**config.mk**
```make
export PLATFORM = sky130hd
export DESIGN_NAME = boundary_ctrl
export DESIGN_NICKNAME = d
export VERILOG_FILES = /design/src/rtl/boundary_ctrl.sv
export SDC_FILE = /design/constraint.sdc
export NUM_CORES = 1
export LEC_CHECK = 0
export CAP_MARGIN = 20
export CORE_ASPECT_RATIO = 0.8
export CORE_UTILIZATION = 62
export CTS_CLUSTER_SIZE = 25
export DETAILED_ROUTE_END_ITERATION = 8
export GPL_ROUTABILITY_DRIVEN = 0
export GPL_TIMING_DRIVEN = 1
export PLACE_DENSITY = 0.84
export SLEW_MARGIN = 20
export SYNTH_ARGS = -nofsm -noshare
export SYNTH_HDL_FRONTEND = slang
export SYNTH_SLANG_ARGS = --single-unit
export TNS_END_PERCENT = 30
```
**constraint.sdc**
```tcl
create_clock -name clk_i -period 4.4 [get_ports clk_i]
set_input_delay 0.88 -clock clk_i [delete_from_list [all_inputs] [get_ports clk_i]]
set_output_delay 0.88 -clock clk_i [all_outputs]
set_load 0.05 [all_outputs]
```
**src/rtl/boundary_ctrl.sv**
```systemverilog
// Byte-boundary alignment controller: comma search at every byte offset plus a
// HUNT/CHECK/LOCKED qualifier driving the aligner's offset select.
// Optional BOUNDARY_CTRL_STATS_EN adds loss_cnt_o, a saturating LOCKED->HUNT counter.
module boundary_ctrl #(
  parameter int BYTES    = 4,
  parameter int LOCK_CNT = 4,
  parameter int LOSS_CNT = 3,
  parameter int TIMEOUT  = 1024,
  localparam int IDX_W   = (BYTES > 1) ? $clog2(BYTES) : 1
) (
  input  logic             clk_i,
  input  logic             rstn_i,
  input  logic [BYTES-1:0] pattern_i,
  input  logic [BYTES-1:0] comma_i,
  input  logic             force_hunt_i,
  output logic [IDX_W-1:0] index_o,
  output logic             locked_o,
  output logic             hunting_o
`ifdef BOUNDARY_CTRL_STATS_EN
  , output logic [15:0]    loss_cnt_o
`endif
);

  localparam int GW = $clog2(LOCK_CNT + 1);
  localparam int BW = $clog2(LOSS_CNT + 1);
  localparam int TW = $clog2(TIMEOUT + 1);
  localparam logic [GW-1:0] LOCK_V = GW'(LOCK_CNT);
  localparam logic [BW-1:0] LOSS_V = BW'(LOSS_CNT);
  localparam logic [TW-1:0] TMAX   = TW'(TIMEOUT);
  localparam logic [TW-1:0] TOUT1  = TW'(TIMEOUT - 1);

  typedef enum logic [1:0] {HUNT, CHECK, LOCKED} state_t;

  state_t             state_q, state_d;
  logic [IDX_W-1:0]   index_q, index_d;
  logic [IDX_W-1:0]   cand_q, cand_d;
  logic [GW-1:0]      good_q, good_d;
  logic [BW-1:0]      bad_q, bad_d, bad_inc;
  logic [TW-1:0]      timer_q, timer_d, timer_inc;
  logic [BYTES-1:0]   comma_r1_q;
  logic               hit_q, hit_d;
  logic [IDX_W-1:0]   hit_idx_q, hit_idx_d;
  logic [2*BYTES-1:0] window;

  assign window = {comma_i, comma_r1_q};

  // Scan from the top offset down so the lowest matching offset is the one kept.
  always_comb begin
    hit_d     = 1'b0;
    hit_idx_d = '0;
    if (pattern_i != '0) begin
      for (int k = BYTES - 1; k >= 0; k--) begin
        if (window[k +: BYTES] == pattern_i) begin
          hit_d     = 1'b1;
          hit_idx_d = IDX_W'(k);
        end
      end
    end
  end

  always_comb begin
    state_d   = state_q;
    index_d   = index_q;
    cand_d    = cand_q;
    good_d    = good_q;
    bad_d     = bad_q;
    timer_d   = timer_q;
    bad_inc   = bad_q + BW'(1);
    timer_inc = (timer_q == TMAX) ? timer_q : timer_q + TW'(1);
    if (force_hunt_i) begin
      state_d = HUNT;
      good_d  = '0;
      bad_d   = '0;
      timer_d = '0;
    end else begin
      case (state_q)
        HUNT: begin
          if (hit_q) begin
            cand_d  = hit_idx_q;
            good_d  = GW'(1);
            timer_d = '0;
            if (LOCK_CNT == 1) begin
              state_d = LOCKED;
              index_d = hit_idx_q;
              bad_d   = '0;
            end else begin
              state_d = CHECK;
            end
          end
        end
        CHECK: begin
          if (hit_q && (hit_idx_q == cand_q)) begin
            good_d  = good_q + GW'(1);
            timer_d = '0;
            if (good_q + GW'(1) == LOCK_V) begin
              state_d = LOCKED;
              index_d = cand_q;
              bad_d   = '0;
            end
          end else if (hit_q) begin
            cand_d  = hit_idx_q;
            good_d  = GW'(1);
            timer_d = '0;
          end else if (timer_q >= TOUT1) begin
            state_d = HUNT;
            good_d  = '0;
            timer_d = '0;
          end else begin
            timer_d = timer_inc;
          end
        end
        LOCKED: begin
          if (hit_q && (hit_idx_q == index_q)) begin
            bad_d   = '0;
            timer_d = '0;
          end else begin
            if (hit_q)                 timer_d = timer_inc;
            else if (timer_q >= TOUT1) timer_d = '0;
            else                       timer_d = timer_inc;
            // A wrong-offset hit and a timer expiry are each one error.
            if (hit_q || (timer_q >= TOUT1)) begin
              if (bad_inc == LOSS_V) begin
                state_d = HUNT;
                bad_d   = '0;
                good_d  = '0;
                timer_d = '0;
              end else begin
                bad_d = bad_inc;
              end
            end
          end
        end
        default: state_d = HUNT;
      endcase
    end
  end

  always_ff @(posedge clk_i or negedge rstn_i) begin
    if (!rstn_i) begin
      state_q    <= HUNT;
      index_q    <= '0;
      cand_q     <= '0;
      good_q     <= '0;
      bad_q      <= '0;
      timer_q    <= '0;
      comma_r1_q <= '0;
      hit_q      <= 1'b0;
      hit_idx_q  <= '0;
    end else begin
      state_q    <= state_d;
      index_q    <= index_d;
      cand_q     <= cand_d;
      good_q     <= good_d;
      bad_q      <= bad_d;
      timer_q    <= timer_d;
      comma_r1_q <= comma_i;
      hit_q      <= hit_d;
      hit_idx_q  <= hit_idx_d;
    end
  end

  assign index_o   = index_q;
  assign locked_o  = (state_q == LOCKED);
  assign hunting_o = (state_q == HUNT);

`ifdef BOUNDARY_CTRL_STATS_EN
  logic [15:0] loss_q, loss_d;

  always_comb begin
    loss_d = loss_q;
    if ((state_q == LOCKED) && (state_d == HUNT) && (loss_q != 16'hFFFF))
      loss_d = loss_q + 16'd1;
  end

  always_ff @(posedge clk_i or negedge rstn_i) begin
    if (!rstn_i) loss_q <= '0;
    else         loss_q <= loss_d;
  end

  assign loss_cnt_o = loss_q;
`endif

endmodule

```
# --- Yosys cells after proc, flatten, opt, wreduce, memory -nomap -nowiden ---
# Index checks and enable logic that the tools add are counted.
totals:
  register_bits: 29
  inputBits: 11
  out_inout_bits: 4
classes:
  addsub: 3
  n_lt_le_gt_ge: 1
  eq_ne: 23
  muxes: 50
  n_bitwise: 1
  n_reduce_logical: 14
ops:
  columns: ["operator", "n"]
  rows:
  - ["11-bit two-way mux", 10]
  - ["2-bit two-way mux", 22]
  - ["11-bit case mux with 3 select lines", 1]
  - ["3-bit two-way mux", 8]
  - ["4-bit equality test", 4]
  - ["4-bit != test (second input constant)", 3]
  - ["11-bit by 1-bit adder with 11-bit output (second input constant)", 1]
  - ["11-bit equality test (second input constant)", 1]
  - ["11-bit by 10-bit greater-or-equal comparator with 1-bit output (second input constant)", 1]
  - ["3-bit by 2-bit != test with 1-bit output (second input constant)", 3]
  - ["3-bit != test (second input constant)", 3]
  - ["3-bit case mux with 3 select lines", 1]
  - ["2-bit case mux with 2 select lines", 2]
  - ["4-bit AND reduction", 2]
  - ["4-bit nonzero test", 2]
  - ["7-bit AND reduction", 1]
  - ["2-bit case mux with 3 select lines", 1]
  - ["6-bit AND reduction", 1]
  - ["1-bit two-way mux", 5]
  - ["5-bit != test (second input constant)", 1]
  - ["2-bit equality test", 2]
  - ["2-bit equality test (second input constant)", 2]
  - ["4-bit by 2-bit != test with 1-bit output (second input constant)", 1]
  - ["3-bit by 1-bit adder with 3-bit output (second input constant)", 1]
  - ["12 further kinds", 13]

# --- Logic depth before layout (Yosys ltp) ---
depth:
  depth_word: 9
  ltp_mapped: 9
  ltp_nobuf: 7

# --- Least setup slack after synthesis ---
# No wires, ideal clock.
synth_timing:
  path_type: "register -> register"
  from: "register state_q[0]"
  to: "register timer_q[10]"
  t_arrival_ps: 2038
  t_required_ps: 4279
  setup_slack_ps: 2241
  stages_incl_launch_ff: 8
  path_buffers: 1
  period_less_slack_ps: 2159
  cell_sequence: "dfrtp_1 > inv_1 > ha_1 > or3_1 > and4_1 > o2bb2ai_2 > buf_2 > a22o_1"
synth_between:
  elab_chain_len: 3
synth_lines:
  columns: ["item", "line_no", "source"]
  rows:
  - ["start, declared", "34", "state_t state_q, state_d;"]
  - ["start signal, assigned", "150", "state_q <= state_d;"]
  - ["2-bit equality test *", null, null]
  - ["via locked_o", "17", "output logic locked_o,"]
  - ["11-bit case mux with 3 select lines / 4-bit nonzero test (equally long branches)", null, null]
  - ["11-bit two-way mux / 2-bit AND reduction (equally long branches)", null, null]
  - ["end signal, assigned", "155", "timer_q <= timer_d;"]
  - ["end, declared", "39", "logic [TW-1:0] timer_q, timer_d, timer_inc;"]
# The timed path passes the listed nets; every way through them passes the cells marked *.
# A chain may end at the register's enable or synchronous reset.

# --- Final worst setup path ---
layout_timing:
  from: "register state_q[0]"
  to: "output port locked_o"
layout_between:
  elab_chain_len: 1
layout_lines:
  columns: ["item", "line_no", "source"]
  rows:
  - ["2-bit equality test", "163", "assign locked_o = (state_q == LOCKED);"]
  - ["end, declared", "17", null]
# No other way between the ends.

==> results_dict.tcl <==
set metrics [dict create \
    grt_first_pass_wirelength_um 6840 \
    synth.area.top_cells "dfrtp_1 38%, xor2_1 5.9%, ha_1 5.2%, xnor2_1 4.1%, inv_1 3.5%" \
    synth_edf_count 0 \
    final-setup-viol-count 0 \
    rr_startpoint "state_q[0]$_DFFE_PN0P_" \
    slowest_stage "clkdlybuf4s50_1" \
    whs_endpoint "timer_q[0]$_DFFE_PN0P_" \
    critical_path_required_ns 3.52 \
    insertion_delay_ns 0.27 \
    yosysSeqAreaShare_pct 37.9 \
    yosysWarnings 0 \
    rows 17 \
    path_delay_family "buffers and inverters" \
    reg2reg_slack_ns 1.99 \
    postCtsHoldBufs 0 \
    status "complete, no violations" \
    clock_sinks 29 \
    via_per_inst 6.35 \
    start_util_pct 67.2 \
    arrival_ns 1.98 \
    drc 0 \
    fin_nets 243 \
    die_x_um 64.1 \
    grt_pass1_vias 1568 \
    ctsHtreeMaxLevel 2 \
    leakagePower_nw 0.963 \
    fin_crit_ns 2.86 \
    clock_skew_ns 0.00280 \
    drv.max_cap_violation_count 0 \
    dpl_cell_area_um2 2070 \
    tightest_slew_ns 0.803 \
    ys_async_sr_fraction_pct 100 \
    drive_gt1_share_pct 6.70 \
    overflow 0 \
    finalSetupTns_ns 0 \
    synthToLayoutAreaGrowth_pct 12.8 \
    clk_pin_slew_ns 0.06 \
    drt-total-wl_um 3930 \
    worstReg2RegEnd "timer_q[0]$_DFFE_PN0P_" \
    power.density_nw_per_um2 367 \
    die_h_um 51.7 \
    crit_chain "inv_1 -> ha_1 -> clkdlybuf4s50_1" \
    ff2ff_path_depth 7 \
    fmax_mhz 349 \
    path_depth 3 \
    first_pass_iters 4 \
    grt_start_max_net_pins 30 \
    synthFlopType "dfrtp_1" \
    ioPinCount 15 \
    hold_path.class "register to register" \
    numCtsBuffers 5 \
    slew_viol_final 0 \
    endpoint_kind "primary output" \
    detail-route-antenna-nets 0 \
    start_kind "register" \
    core_region_area_um2 2850 \
    hold_viol_final 0 \
    cts_tree "done" \
    critPathMaxFanout 7 \
    ir_worst_vdd_v 0.000246 \
    synth_area_per_cell_um2 9.08 \
    antenna_cells 0 \
    cts_root_buf "clkbuf_8" \
    relSlewSlack_pct 46.3 \
    final_cell_mix "29 x dfrtp_1, 18 x inv_1, 14 x clkdlybuf4s50_1" \
    num_vias 1665 \
    netlist_area_um2 1920 \
    yosys_register_bits 29 \
    antenna_found_initial 0 \
    yosysUniqueCellTypes 47 \
    synth_top_area_share_pct 37.9 \
    final_common_cell "dfrtp_1" \
    clockBufferDepth 2 \
    synthesis.nets 230 \
    cts_setup_buffers 0 \
    fin_crit_sh_pct 65.1 \
    hold_start "timer_q[0]$_DFFE_PN0P_" \
    final_cell_area_um2 2160 \
    syn_inst 211 \
    synth_top_area_cell "dfrtp_1" \
    cp_num_buf_inv 2 \
    die-area_um2 3320 \
    port-buffer-count 14 \
    drtIter0Drc 226 \
    drt-wirelength-per-cell_um 15.0 \
    critPathKind "register to primary output" \
    grt_setup_unrepaired "no" \
    track_usage_pct 27.5 \
    slowest_delay_ns 0.86 \
    min_path_cells 1 \
    postCtsResizedCells 0 \
    post-dp-hpwl_um 2840 \
]
-- where the power goes --
group / total (mW) / switching, mW / internal (mW)
clock: 0.219 / 0.0949 / 0.124
sequential: 0.320 / 0.0302 / 0.290
combinational: 0.253 / 0.149 / 0.104
total: 0.792 / 0.274 / 0.518
-- cell usage after synthesis (2+ instances only) --
cell type  count
nor2_1        13
o32ai_1        2
nand4_1        6
a22o_1         3
nand3_1       11
nor3_1         2
and3_1         2
xnor2_1        9
o211ai_1       2
mux2_2         4
a21oi_1       10
buf_2          2
or4_1          3
o22ai_1        2
dfrtp_1       29
a211oi_1       3
and2_1         3
a31oi_1        3
a21o_1         3
nor4b_1        2
inv_1         18
and4_1         3
nand2b_1       3
o21ai_0        5
nand2_1       12
xor2_1        13
or2_2          2
ha_1           8
clkbuf_1       7
nor2b_1        4
nor4_1         4
mux2i_1        3
-- logic make-up (layout without fill, tap and decap cells) --
group | count (synthesis) | in the layout | share of synthesized area (%)
simple gates | 72 | 72 | 20.2
compound gates | 46 | 46 | 17.2
flops | 29 | 29 | 37.9
buf+inv | 27 | 40 | 5.42
xor+xnor | 22 | 22 | 10.1
fa+ha+maj | 8 | 8 | 5.23
mux | 7 | 7 | 3.92
-- how the worst max path moves through the flow --
| stage | from | end | slack [ns] |
|---|---|---|---|
| finish | state_q[0]$_DFFE_PN0P_ | locked_o | 1.54 |
| global route | state_q[0]$_DFFE_PN0P_ | locked_o | 1.50 |
| CTS | state_q[0]$_DFFE_PN0P_ | locked_o | 1.57 |
| detailed placement | force_hunt_i | timer_q[9]$_DFFE_PN0P_ | 1.60 |
| global placement | force_hunt_i | timer_q[9]$_DFFE_PN0P_ | 1.72 |
| floorplan | state_q[0]$_DFFE_PN0P_ | timer_q[10]$_DFFE_PN0P_ | 2.24 |
-- registers in the layout (all words and copies together) (netlist names) --
signal / count
cand_q: 2
good_q: 3
comma_r1_q: 4
hit_q: 1
index_o: 2
timer_q: 11
hit_idx_q: 2
state_q: 2
bad_q: 2
-- routing by layer --
metal | track usage (%) | share of wire (%) | vias up
met5 | 0 | 0 | -
met4 | 10.4 | 2.6 | 0
met3 | 5.92 | 6.7 | 18
met2 | 47.0 | 49 | 70
met1 | 34.6 | 42 | 795
li1 | - | - | 782
-- through the flow --
step | hold slack (ns) | util [%] | total power, mW | cells | setup slack (ns)
after global placement | 0.527 | 72.8 | 0.557 | 255 | 1.72
final | 0.561 | 75.8 | 0.792 | 262 | 1.54
after global routing | 0.586 | 75.8 | 0.840 | 262 | 1.50
after CTS | 0.560 | 75.8 | 0.797 | 262 | 1.57
after detailed placement | 0.543 | 72.8 | 0.573 | 255 | 1.60
after floorplan | 0.506 | - | 0.506 | 211 | 2.24
-- area by class of cell --
class,count,area (µm²)
fill,191,689
clock buffer,7,86.3
tap,38,47.5
multi-input combinational,155,1090
timing repair buffer,15,148
sequential,29,726
inverter,18,67.6
Power figures use the tool's default switching activity.
